[src/rtl/scan_link_receiver.sv]
// scan_link_receiver: deserializes the scanner's bit-strobe/data link into
// frames, decodes commands, captures data bytes, drives readyForTransferOut.
//
// Ports:
//   clk, rst (async, active-low)
//   serClk, serData : strobe/data from the scanner (asynchronous)
//   hostReady       : downstream can take a data byte
//   readyForTransferOut, cmdValid, cmdCode, dataValid, dataByte,
//   startScanPulse, bufferFull, frameError : registered status/outputs
module scan_link_receiver #(
  parameter int FRAME_BITS  = 8,
  parameter int TIMEOUT     = 64,
  parameter int SYNC_STAGES = 2
) (
  input  logic                  clk,
  input  logic                  rst,
  input  logic                  serClk,
  input  logic                  serData,
  input  logic                  hostReady,
  output logic                  readyForTransferOut,
  output logic                  cmdValid,
  output logic [FRAME_BITS-1:0] cmdCode,
  output logic                  dataValid,
  output logic [FRAME_BITS-1:0] dataByte,
  output logic                  startScanPulse,
  output logic                  bufferFull,
  output logic                  frameError
);

  localparam int CW = $clog2(FRAME_BITS);
  localparam int TW = $clog2(TIMEOUT);
  localparam int FW = FRAME_BITS;

  localparam logic [FW-1:0] C_RDY   = FW'(2);
  localparam logic [FW-1:0] C_START = FW'(3);
  localparam logic [FW-1:0] C_FULL  = FW'(4);
  localparam logic [FW-1:0] C_DATA  = FW'(7);

  typedef enum logic [1:0] {
    HUNT = 2'd0,
    CMD  = 2'd1,
    DATA = 2'd2
  } state_e;

  state_e state_q, state_d;

  logic [SYNC_STAGES-1:0] sclk_q, sclk_d;
  logic [SYNC_STAGES-1:0] sdat_q, sdat_d;
  logic                   sprev_q, sprev_d;

  logic [FW-2:0] sh_q, sh_d;
  logic [CW-1:0] cnt_q, cnt_d;
  logic [TW-1:0] tmo_q, tmo_d;

  logic          rft_q, rft_d;
  logic          pend_q, pend_d;
  logic          cv_q, cv_d;
  logic [FW-1:0] code_q, code_d;
  logic          dv_q, dv_d;
  logic [FW-1:0] byte_q, byte_d;
  logic          ss_q, ss_d;
  logic          bf_q, bf_d;
  logic          fe_q, fe_d;

  logic          strobe;
  logic          bit_in;
  logic [FW-1:0] frame;
  logic          last;
  logic          tmo_hit;
  logic          cmd_done;
  logic          data_done;

  // Synchronizers and strobe edge detect
  always_comb begin
    sclk_d  = {sclk_q[SYNC_STAGES-2:0], serClk};
    sdat_d  = {sdat_q[SYNC_STAGES-2:0], serData};
    sprev_d = sclk_q[SYNC_STAGES-1];
  end

  assign strobe = sclk_q[SYNC_STAGES-1] & ~sprev_q;
  assign bit_in = sdat_q[SYNC_STAGES-1];

  // Complete frame as it would look after shifting in the current bit
  assign frame = {bit_in, sh_q};

  assign last = strobe && (state_q != HUNT)
             && (cnt_q == CW'(FRAME_BITS - 1));

  // Timeout fires on the TIMEOUT-th idle cycle after the last bit
  assign tmo_hit = !strobe && (state_q != HUNT)
                && (tmo_q == TW'(TIMEOUT - 1));

  assign cmd_done  = last && (state_q == CMD);
  assign data_done = last && (state_q == DATA);

  // State register
  always_ff @(posedge clk or negedge rst) begin
    if (!rst) begin
      state_q <= HUNT;
    end else begin
      state_q <= state_d;
    end
  end

  // Next state and frame datapath
  always_comb begin
    state_d = state_q;
    cnt_d   = cnt_q;
    tmo_d   = tmo_q;
    sh_d    = sh_q;
    if (strobe) begin
      sh_d  = frame[FW-1:1];
      tmo_d = '0;
    end else if (state_q != HUNT) begin
      tmo_d = tmo_q + TW'(1);
    end
    unique case (state_q)
      HUNT: begin
        if (strobe) begin
          state_d = CMD;
          cnt_d   = CW'(1);
        end
      end
      CMD, DATA: begin
        if (last) begin
          cnt_d   = '0;
          state_d = (state_q == CMD && frame == C_DATA)
                  ? DATA : HUNT;
        end else if (strobe) begin
          cnt_d = cnt_q + CW'(1);
        end else if (tmo_hit) begin
          state_d = HUNT;
          cnt_d   = '0;
          tmo_d   = '0;
          sh_d    = '0;
        end
      end
      default: begin
        state_d = HUNT;
        cnt_d   = '0;
        tmo_d   = '0;
      end
    endcase
  end

  // Output next values
  always_comb begin
    rft_d  = rft_q;
    pend_d = pend_q;
    cv_d   = 1'b0;
    code_d = code_q;
    dv_d   = 1'b0;
    byte_d = byte_q;
    ss_d   = 1'b0;
    bf_d   = bf_q;
    fe_d   = fe_q;
    // A deferred READY_TO_TRANSFER waits for hostReady
    if (pend_q && hostReady) begin
      rft_d  = 1'b1;
      pend_d = 1'b0;
    end
    if (tmo_hit) begin
      fe_d = 1'b1;
    end
    if (cmd_done) begin
      case (frame)
        C_RDY: begin
          cv_d   = 1'b1;
          code_d = frame;
          if (hostReady) begin
            rft_d = 1'b1;
          end else if (!rft_q) begin
            pend_d = 1'b1;
          end
        end
        C_START: begin
          cv_d   = 1'b1;
          code_d = frame;
          ss_d   = 1'b1;
          fe_d   = 1'b0;
          rft_d  = 1'b0;
          pend_d = 1'b0;
        end
        C_FULL: begin
          cv_d   = 1'b1;
          code_d = frame;
          bf_d   = 1'b1;
        end
        C_DATA: begin
          cv_d   = 1'b1;
          code_d = frame;
        end
        default: begin
          fe_d = 1'b1;
        end
      endcase
    end
    if (data_done) begin
      dv_d   = 1'b1;
      byte_d = frame;
      bf_d   = 1'b0;
      rft_d  = 1'b0;
      pend_d = 1'b0;
    end
  end

  // Datapath and output registers
  always_ff @(posedge clk or negedge rst) begin
    if (!rst) begin
      sclk_q  <= '0;
      sdat_q  <= '0;
      sprev_q <= 1'b0;
      sh_q    <= '0;
      cnt_q   <= '0;
      tmo_q   <= '0;
      rft_q   <= 1'b0;
      pend_q  <= 1'b0;
      cv_q    <= 1'b0;
      code_q  <= '0;
      dv_q    <= 1'b0;
      byte_q  <= '0;
      ss_q    <= 1'b0;
      bf_q    <= 1'b0;
      fe_q    <= 1'b0;
    end else begin
      sclk_q  <= sclk_d;
      sdat_q  <= sdat_d;
      sprev_q <= sprev_d;
      sh_q    <= sh_d;
      cnt_q   <= cnt_d;
      tmo_q   <= tmo_d;
      rft_q   <= rft_d;
      pend_q  <= pend_d;
      cv_q    <= cv_d;
      code_q  <= code_d;
      dv_q    <= dv_d;
      byte_q  <= byte_d;
      ss_q    <= ss_d;
      bf_q    <= bf_d;
      fe_q    <= fe_d;
    end
  end

  assign readyForTransferOut = rft_q;
  assign cmdValid            = cv_q;
  assign cmdCode             = code_q;
  assign dataValid           = dv_q;
  assign dataByte            = byte_q;
  assign startScanPulse      = ss_q;
  assign bufferFull          = bf_q;
  assign frameError          = fe_q;

endmodule
[config.mk]
export PLATFORM = sky130hd
export DESIGN_NAME = scan_link_receiver
export DESIGN_NICKNAME = d
export VERILOG_FILES = /design/src/rtl/scan_link_receiver.sv
export SDC_FILE = /design/constraint.sdc
export NUM_CORES = 1
export LEC_CHECK = 0
export CORE_ASPECT_RATIO = 1.1
export CORE_MARGIN = 5
export CORE_UTILIZATION = 45
export CTS_CLUSTER_SIZE = 10
export DETAILED_ROUTE_END_ITERATION = 7
export GPL_TIMING_DRIVEN = 0
export PLACE_DENSITY = 0.67
export SYNTH_ARGS = -nofsm -noshare
export SYNTH_HDL_FRONTEND = slang
export SYNTH_SLANG_ARGS = --single-unit
[constraint.sdc]
create_clock -name clk -period 2.55 [get_ports clk]
set_clock_uncertainty 0.05 [all_clocks]
set_input_delay 0.765 -clock clk [delete_from_list [all_inputs] [get_ports clk]]
set_output_delay 0.765 -clock clk [all_outputs]
set_load 0.01 [all_outputs]
==> metrics <==
gpl congestion=~0.84; synthesized flop and latch total=46; via count=roughly 1.4k; top cells by area, synth=dfrtp_1 (57%), nand2_1 (6.9%), ha_1 (4.3%); total gr overflow=0; Yosys top cell area share=0.568; Synth Instances=~190; Power Internal=1.12 mW; final worst path period share=0.892; Compound-Gate Fraction of Synth Area=0.117; layout cells sized above 1=0.0833; first-pass iteration count of the detailed router=4; switching share of total power=0.310; Synth Area in Adders=0.0432; Die W=74.0 µm; most common cell after layout, fill and taps aside=dfrtp_1; final worst slack=275 ps; wire per inst=13.0 µm; CP Capture Type=register; CP peak stage delay=approximately 430 ps; routed vias/inst=5.08; DP Worst Slack=264 ps; Post-CTS Resized=0; PwrDens=662 nW/µm²; Mapped Nets=slightly above 200; Remaining DRCs=0; Post-Syn Area=approximately 2000 µm²; final setup fails=0; asr flop ratio synth=1.00; routing usage on met2=0.210; Pwr Total=1.63 mW; synth warn=0; final WL=3670 µm; pins over their slew limit=0; Nets=~240; CTS tree=yes; vias in the first global route=1399; sw power=0.505 mW; clock power share=0.268; Synth area leader=dfrtp_1; post-synthesis mux area share=0.0167; CP dominant cell by count=buf_4; slowest CP cell=dfrtp_1; Hold Crit Class=register to register; min Tclk post-route=2280 ps; Worst-Skew Late Latency=290 ps; maximum vdd drop=0.395 mV; Num CTS Buffers=5; initial core utilization=0.470; initial antenna violation count=0; dpl cell area=2370 µm²; max-cap violations=0; Post-Layout Cell Count=282; CP required=2680 ps; Die Y-Extent=80.4 µm; # clock sinks=46; I/O Pins=27; H-Tree Depth=2; Synth Area in Simple Gates=0.194; commonest cells after routing, fill and taps aside=dfrtp_1 (46), nand2_1 (37), clkdlybuf4s50_1 (25); largest net degree at the start of global routing=34; area delta synth->final=21.4%; CTS Buffer Depth=2; Rows=25; clk slew on worst S/H paths=approximately 90 ps; combinational share of power=0.213; Fin. Hold Viols=0; GRT met1 Usage=0.194; Worst EP arrival=around 2400 ps; post-layout util=0.570; Yosys cell types=42; Sequential Power Share=0.519; DRC marker count from the first detailed-route iteration=112; main combinational cell family by area after synthesis=simple AND/OR/NAND/NOR gates; busiest layer in global routing=met2; status=finished clean; syn avg cell area=about 11 µm²; number of synthesized flops with an enable pin=0; DP Cell Count=274; XOR/XNOR Fraction of Synth Area=0.0216; Buffers on Ports=26; Worst-Margin Slew=524 ps; Total GRT Usage=0.139; critical path class=register to register; RSZ-0062 raised after global routing=false; # diodes=0; first-pass GRT wire length=6400 µm; ANT nets after route=0; Die Area=5950 µm²; GR Util met3=0.0375; Cell Chain, Critical Path=inv_1 -> ha_1 -> buf_4 -> nor4bb_4 -> and4_1 -> buf_4 -> o21a_4 -> mux2_1; LEAKAGE=~1.1 nW; CTS Hold Bufs=0; relative slew slack=0.647; Worst setup SP type=register; CP Max Fanout=9; postcts setup bufs=0; Achievable Freq=440 MHz; Post-DP HPWL=2620 µm; Main synth FF type=dfrtp_1; Root Driver=clkbuf_8; register area share after synthesis=0.568; Core ar.=between 4000 and 5000 µm²; Final Cell Area=2460 µm²
-- flip-flops by register name (all words and copies together), names as in the netlist, 2 cells and up --
register	count
cmdCode	8
cnt_q	3
dataByte	8
sclk_q	2
sdat_q	2
sh_q	7
state_q	2
tmo_q	6
-- final timing paths --
path                                  from          end  slack, ps  depth (start not counted)
min in group asynchronous              rst     cnt_q[0]        310                          1
worst max register to register  state_q[0]   cmdCode[2]        270                          8
max in group asynchronous              rst  dataByte[1]       1660                          2
worst max-delay path            state_q[0]   cmdCode[2]        270                          8
worst min-delay path             sclk_q[0]    sclk_q[1]        300                          0
worst min register to register   sclk_q[0]    sclk_q[1]        300                          0
-- cell families after synthesis --
family,Yosys count
xor gates and xnor gates,5
buffers and inverters,19
adders and majority gates,7
muxes,3
DFF,46
and+or+nand+nor,79
AOI/OAI and AO/OA,34
-- per-layer routing --
layer | wire length (µm) | vias to the layer above
li1 | - | 724
met4 | 22 | 0
met2 | 1700 | 33
met5 | 0 | -
met3 | 176 | 2
met1 | 1760 | 673
-- critical path, delay by kind of cell, from the launching register on --
family,cells,cell delay (ps)
compound gates,1,190
fa+ha+maj,1,190
buf+inv,3,400
flops,1,430
mux,1,320
simple gates,2,570
-- power groups by stage --
| stage | combinational (mW) | clock, mW | sequential [mW] |
|---|---|---|---|
| after CTS | 0.354 | 0.459 | 0.845 |
| after global placement | 0.344 | 0 | 0.858 |
| after floorplan | 0.269 | 0 | 0.847 |
| after detailed placement | 0.353 | 0 | 0.860 |
| after global routing | 0.406 | 0.487 | 0.854 |
| final | 0.348 | 0.436 | 0.845 |
-- area by class of cell --
type | count | area, µm²
fillers | 396 | 1860
clock inverters | 3 | 21.3
repair buffers | 27 | 275
clock buffers | 5 | 68.8
inverters | 11 | 41.3
flip-flops and latches | 46 | 1150
plain buffers | 8 | 38.8
well taps | 54 | 67.6
multi-input cells | 128 | 796
-- per-stage QoR --
step	TNS, ps	hold WS, ps
floorplan	0	281
detailed placement	0	288
global placement	-27290	284
global route	0	314
finish	0	302
CTS	0	308
-- synth_stat cells (2+ instances only) --
cell       instances
dfrtp_1           46
nand2_1           37
inv_1             10
a21oi_1            9
nor2_1             9
nor2b_1            8
ha_1               7
nand3_1            6
o21ai_0            6
clkbuf_1           5
a31oi_1            4
and2_1             3
nor3_1             3
xor2_1             3
a22o_1             2
a41oi_1            2
buf_4              2
mux2_1             2
nand4_1            2
nor4_1             2
o21a_1             2
o2bb2ai_1          2
xnor2_1            2
Power figures use the tool's default switching activity.
